==> config.mk <==
export PLATFORM = sky130hd
export DESIGN_NAME = mem_access_stage
export DESIGN_NICKNAME = d
export VERILOG_FILES = /design/src/rtl/mem_access_stage.sv
export SDC_FILE = /design/constraint.sdc
export NUM_CORES = 1
export LEC_CHECK = 0
export CAP_MARGIN = 10
export CORE_MARGIN = 5
export CORE_UTILIZATION = 40
export DETAILED_ROUTE_END_ITERATION = 6
export PLACE_DENSITY = 0.76
export SYNTH_ARGS = -nofsm -noshare
export SYNTH_HDL_FRONTEND = slang
export SYNTH_SLANG_ARGS = --single-unit
==> constraint.sdc <==
create_clock -name clk -period 7.9 [get_ports clk]
set_clock_uncertainty 0.2 [all_clocks]
set_input_delay 1.185 -clock clk [delete_from_list [all_inputs] [get_ports clk]]
set_output_delay 1.185 -clock clk [all_outputs]
set_load 0.005 [all_outputs]
==> src/rtl/mem_access_stage.sv <==
// mem_access_stage: pipeline stage after the ALU. Performs LW/SW over a
// variable-latency req/ack data-memory port, detects misaligned accesses and
// memory timeouts, and hands a write-back packet downstream over valid/ready.
module mem_access_stage #(
  parameter int TIMEOUT = 255,
  parameter int TO_W    = 8
) (
  input  logic        clk,
  input  logic        rst,
  input  logic        in_valid,
  output logic        in_ready,
  input  logic [5:0]  opcode,
  input  logic [31:0] alu_result,
  input  logic [31:0] store_data,
  input  logic [4:0]  dest_reg,
  output logic        mem_req,
  output logic        mem_we,
  output logic [31:0] mem_addr,
  output logic [31:0] mem_wdata,
  input  logic [31:0] mem_rdata,
  input  logic        mem_ack,
  output logic        out_valid,
  input  logic        out_ready,
  output logic        wb_en,
  output logic [4:0]  wb_reg,
  output logic [31:0] wb_data,
  output logic        misalign,
  output logic        bus_err
);

  localparam logic [5:0] OP_RTYPE = 6'b000000;
  localparam logic [5:0] OP_ADDI  = 6'b001000;
  localparam logic [5:0] OP_ANDI  = 6'b001100;
  localparam logic [5:0] OP_LW    = 6'b100011;
  localparam logic [5:0] OP_SW    = 6'b101011;

  // Last counter value before the timeout fires: mem_req stays up for
  // exactly TIMEOUT cycles when no ack arrives.
  localparam logic [TO_W-1:0] TO_LAST = TO_W'(TIMEOUT - 1);

  typedef enum logic [1:0] {
    IDLE = 2'd0,
    REQ  = 2'd1,
    RESP = 2'd2
  } state_t;

  state_t          state;
  state_t          state_nx;
  logic [TO_W-1:0] to_cnt;

  logic is_ls;
  logic is_alu;
  logic aligned;
  logic timeout_hit;

  // Decode of the incoming packet and the timeout condition.
  always_comb begin
    is_ls       = (opcode == OP_LW) || (opcode == OP_SW);
    is_alu      = (opcode == OP_RTYPE) || (opcode == OP_ADDI) || (opcode == OP_ANDI);
    aligned     = (alu_result[1:0] == 2'b00);
    timeout_hit = (to_cnt == TO_LAST);
  end

  // State register.
  // NOTE: sequential state uses non-blocking (<=) so every flop samples
  // pre-edge values; blocking (=) here would create order-dependent races.
  always_ff @(posedge clk or posedge rst) begin
    if (rst) state <= IDLE;
    else     state <= state_nx;
  end

  // Next-state logic.
  always_comb begin
    // NOTE: default assignment first so no path leaves state_nx unassigned,
    // which would infer a latch.
    state_nx = state;
    case (state)
      IDLE: if (in_valid) state_nx = (is_ls && aligned) ? REQ : RESP;
      REQ:  if (mem_ack || timeout_hit) state_nx = RESP;
      RESP: if (out_ready) state_nx = IDLE;
      default: state_nx = IDLE;
    endcase
  end

  // Registered outputs: handshake flags follow the next state, datapath
  // fields are captured on accept and updated on memory completion.
  // NOTE: every output flop is in the async reset; there is no memory array
  // here, so nothing is left unreset.
  always_ff @(posedge clk or posedge rst) begin
    if (rst) begin
      in_ready  <= 1'b1;
      out_valid <= 1'b0;
      mem_req   <= 1'b0;
      mem_we    <= 1'b0;
      mem_addr  <= '0;
      mem_wdata <= '0;
      wb_en     <= 1'b0;
      wb_reg    <= '0;
      wb_data   <= '0;
      misalign  <= 1'b0;
      bus_err   <= 1'b0;
      to_cnt    <= '0;
    end else begin
      in_ready  <= (state_nx == IDLE);
      out_valid <= (state_nx == RESP);
      mem_req   <= (state_nx == REQ);
      case (state)
        IDLE: begin
          if (in_valid) begin
            mem_we    <= (opcode == OP_SW);
            mem_addr  <= alu_result;
            mem_wdata <= store_data;
            wb_reg    <= dest_reg;
            wb_data   <= alu_result;
            wb_en     <= is_alu && (dest_reg != 5'd0);
            misalign  <= is_ls && !aligned;
            bus_err   <= 1'b0;
            to_cnt    <= '0;
          end
        end
        REQ: begin
          if (mem_ack) begin
            // Stores never write back; loads return the memory word.
            if (!mem_we) begin
              wb_data <= mem_rdata;
              wb_en   <= (wb_reg != 5'd0);
            end
          end else if (timeout_hit) begin
            bus_err <= 1'b1;
          end else begin
            to_cnt <= to_cnt + 1'b1;
          end
        end
        RESP: begin
          if (out_ready) begin
            wb_en    <= 1'b0;
            misalign <= 1'b0;
            bus_err  <= 1'b0;
          end
        end
        default: ;
      endcase
    end
  end

endmodule

; ---- Word-level counts from Yosys, hierarchy flattened
; Index checks and enable logic that the tools add are counted.
[totals]
register_bits = 118
wordCells = 77
[classes]
add_sub_neg = 1
n_eq_ne = 16
n_mux = 24
reduce_logical = 23
[ops]
columns = cell, n
row1 = 2-to-1 mux 32 bit, 3
row2 = one-hot mux 32 bit (2 select lines), 1
row3 = 2-to-1 mux 8 bit, 3
row4 = one-hot mux 8 bit (2 select lines), 1
row5 = != test 2 bit (second input constant), 7
row6 = == test 6 x 4 -> 1 bit (second input constant), 2
row7 = == test 6 bit (second input constant), 2
row8 = AND reduction 5 bit, 2
row9 = nonzero test 5 bit, 2
row10 = adder 8 x 1 -> 8 bit (second input constant), 1
row11 = == test 8 bit (second input constant), 1
row12 = 2-to-1 mux 1 bit, 8
row13 = 2-to-1 mux 2 bit, 4
row14 = AND reduction 4 bit, 2
row15 = logical NOT 2 bit, 3
row16 = logical NOT 6 bit, 1
row17 = one-hot mux 1 bit (3 select lines), 2
row18 = one-hot mux 2 bit (3 select lines), 1
row19 = == test 2 x 1 -> 1 bit (second input constant), 2
row20 = == test 2 bit (second input constant), 2
row21 = logical OR 1 bit, 4
row22 = nonzero test 2 bit, 2
row23 = logical AND 1 bit, 3
row24 = AND reduction 3 bit, 1
row25 = 4 further kinds, 4

; ---- Longest topological paths before layout
[logic_depth]
depth_word = 7
ltp_mapped = 8
ltp_nobuf = 6

; ---- Worst setup path before layout
; No wires, ideal clock.
[synth_timing]
path_kind = in2reg
start = input opcode[2]
end = register mem_req
setup_ps = 67
t_arrival_ps = 2180
path_slack_ps = 5453
cell_stages = 4
path_cell_list = nand4b_1 -> or4_1 -> a211oi_1 -> o311a_1
[synth_via]
elab_chain_cells = 7
elab_cells_between_ends = 8
cone_classes = 3 x eq/ne / 3 x mux / 2 x reduce/logical
[synth_lines]
columns = item, line_no
row1 = from (decl), 12  ; input logic [5:0] opcode,
row2 = == test 6 bit, 58  ; is_ls = (opcode == OP_LW) || (opcode == OP_SW);
row3 = logical OR 1 bit *, 58
row4 = logical AND 1 bit *, 78  ; IDLE: if (in_valid) state_nx = (is_ls && aligned) ? REQ : RESP;
row5 = 2-to-1 mux 2 bit * (2 in a row), 78
row6 = one-hot mux 2 bit (3 select lines) *, 77  ; case (state)
row7 = == test 2 x 1 -> 1 bit *, 106  ; mem_req <= (state_nx == REQ);
row8 = to (signal assigned), 106
row9 = to (decl), 16  ; output logic mem_req,
; Mark *: on every way between the ends. The rest lies on a longest branch, timed or not.
; A chain may end at the register's enable or synchronous reset.

; ---- Final worst setup path
[layout_timing]
start = input in_valid
end = register out_valid
[layout_via]
elab_chain_cells = 3
[layout_lines]
columns = item, line_no
row1 = from (decl), 10  ; input logic in_valid,
row2 = 2-to-1 mux 2 bit, 78
row3 = one-hot mux 2 bit (3 select lines), 77
row4 = == test 2 bit, 105  ; out_valid <= (state_nx == RESP);
row5 = to (signal assigned), 105
row6 = to (decl), 22  ; output logic out_valid,
; No other way between the ends.

==> impl_metrics.csv <==
group,metric,value,unit
run_status,status,"complete, no violations",
timing,fin_setup_tns,0,ps
placed_design,preCtsSetupSlack,4160,ps
worst_setup_path,cp.required,7960,ps
cts,postCtsHoldBufs,0,
die,ios,220,
timing,worst_pin_slew,913,ps
timing,fin_ws,4490,ps
placed_design,post-dp-hpwl,10.9,mm
cts,clk_latency,420,ps
cts,tritoncts,"yes",
drt,drc,0,
worst_setup_path,cp-end-kind,"flop",
logic_synthesis,synth_seq_cells,118,
timing,slew_violations,0,
drt,drt_iter0_markers,267,
logic_synthesis,synth_xor_area_frac,0,
drt,wl_per_cell,16.1,um
logic_synthesis,yosys.area.top_type,"dfrtp_1",
cts,cts_resized,0,
logic_synthesis,synth_nets,671,
logic_synthesis,syn_inst,553,
logic_synthesis,yosysTopAreaCellShare,0.570,
worst_setup_path,crit_fanout,55,
logic_synthesis,synth_area_per_cell,9.28,um2
layout,n_antenna_cell,0,
worst_setup_path,start_kind,"primary input",
die,die-width,123,um
cts,cts.sinks,118,
timing,post-route-period-util,0.431,
layout,drive_gt1_frac,0.0630,
drt,via_count,4677,
die,fp.dieArea,15200,um2
timing,report.final.setup_viol,0,
global_route,grt_max_degree,76,
drt,ant_nets,0,
logic_synthesis,async_flop_share,1.00,
timing,hold_violations,0,
die,start_util,0.407,
power,vdd_drop_max,231,uV
drt,wl,15.3,mm
logic_synthesis,synth_cell_types,47,
layout,fin_nets,883,
min_path,min_from,"mem_wdata[3]",
min_path,min_path_type,"flop to flop",
cts,clk_pin_slew,60,ps
global_route,grt_pass1_vias,4912,
global_route,antenna_found_initial,0,
cts,cts_buffer_depth,2,
cts,cts_setup_buffers,0,
power,p_leak,0.00360,uW
cts,cts_buffers,17,
layout,top_regs,"mem_addr x32, mem_wdata x32, wb_data x32",
cts,clockRootBuffer,"clkbuf_16",
timing,min_period,3410,ps
logic_synthesis,synth_seq_area_share,0.576,
global_route,overflow,0,
drt,firstDrtPassIters,4,
logic_synthesis,synth_compound_area_frac,0.0775,
worst_setup_path,cp.arrival,3470,ps
global_route,grt_usage,0.206,
placed_design,gp_congestion,0.789,
power,power.density,368,nW/um2
logic_synthesis,yosysWarnings,0,
placed_design,port_buffers,219,
die,die_y,123,um
logic_synthesis,synth_enable_flop_cells,0,
worst_setup_path,timing.rr.start,"state[0]",
logic_synthesis,synthMuxAreaShare,0.0687,
logic_synthesis,syn_area,5130,um2
logic_synthesis,synth_top_family_by_area,"simple AND/OR/NAND/NOR gates",
worst_setup_path,reg2reg_slack,4950,ps
timing,grt_setup_unrepaired,"no",
global_route,grt_first_pass_wirelength,24.3,mm
timing,fmaxAchievable,294,MHz
die,core,12600,um2
layout,area_growth,58.5,%
die,rows,41,
logic_synthesis,synthAdderAreaFrac,0.0146,
cts,h-tree-depth,4,
logic_synthesis,synth_area_leaders,"dfrtp_1 (57%), nand2_1 (16%), mux2i_1 (6.4%)",
job,drv_cap,0,
drt,viasPerCell,4.92,
logic_synthesis,yosys.area_share.simple,0.233,
worst_setup_path,crit_type,"primary input to flop",
timing,slew_headroom,0.391,
logic_synthesis,ys.flop_type,"dfrtp_1",
worst_setup_path,startpoint,"in_valid",
cell type report:
cell class	count	area [um2]
clock buffers	19	453
clock inverters	13	226
fillers	1037	4480
inverters	6	25.0
multi-input cells	398	2030
flip-flops and latches	118	2950
well taps	172	215
repair buffers	224	2230
cell usage in the layout, fill, tap and decap left out, types with 4 or more instances in the layout:
cell             netlist  final
clkdlybuf4s50_1        0    219
nand2_1              217    216
dfrtp_1              117    117
a21oi_1               41     41
nor2_1                38     38
mux2i_1               33     33
clkbuf_16              0     17
nand3_1                9      9
or4_1                  7      7
bufinv_16              0      6
inv_1                  6      5
nand2b_1               5      5
ha_1                   6      5
buf_4                  1      5
o21ai_0                4      4
o31ai_1                4      4
report_power, final:
group | switching, uW | leakage [uW] | internal, uW
Sequential | 150 | 0.00143 | 875
Combinational | 458 | 0.00185 | 631
Clock | 271 | 0.000325 | 606
final timing paths:
path / end / cells after the start
setup / recovery: out_valid / 5
hold / removal: mem_wdata[3] / 2
setup reg to reg: out_valid / 6
hold reg to reg: mem_wdata[3] / 2
max in group asynchronous: to_cnt[6] / 3
min in group asynchronous: wb_data[12] / 2
Yosys cell counts (2+ instances only):
library cell	number
nand2_1	217
dfrtp_1	117
a21oi_1	41
nor2_1	38
mux2i_1	33
clkbuf_1	22
nand3_1	9
or4_1	7
ha_1	6
inv_1	6
buf_1	5
nand2b_1	5
o21ai_0	4
o31ai_1	4
a211oi_1	2
buf_6	2
nand4_1	2
o211ai_1	2
o311ai_0	2
o41ai_1	2
worst max-delay path: stages:
cell and delay (ps):
clkdlybuf4s50_1 560, and2_2 460, buf_4 570, a21oi_1 190, a2111oi_0 460
kinds of logic after synthesis:
kind of cell	after synthesis
mux	35
fa+ha+maj	6
buf+inv	37
compound gates	66
simple gates	291
flops	118
per-layer routing:
| metal | track usage | part of all wire |
|---|---|---|
| met1 | 0.244 | 0.39 |
| met3 | 0.0910 | 0.098 |
| met4 | 0.0630 | 0.012 |
| met2 | 0.340 | 0.50 |
| met5 | 0 | 0 |
metrics by stage:
step	total power (uW)	cells	instance area, um2	util	hold slack, ps
4_1_cts	3030	950	8140	0.645	276
3_5_place_dp	2130	918	7460	0.591	262
3_3_place_gp	2100	918	7460	0.591	258
2_1_floorplan	1400	553	5130	-	270
5_1_grt	3180	950	8140	0.645	301
6_report	2990	950	8140	0.645	269
No activity file was read; power rests on OpenSTA's default activity.
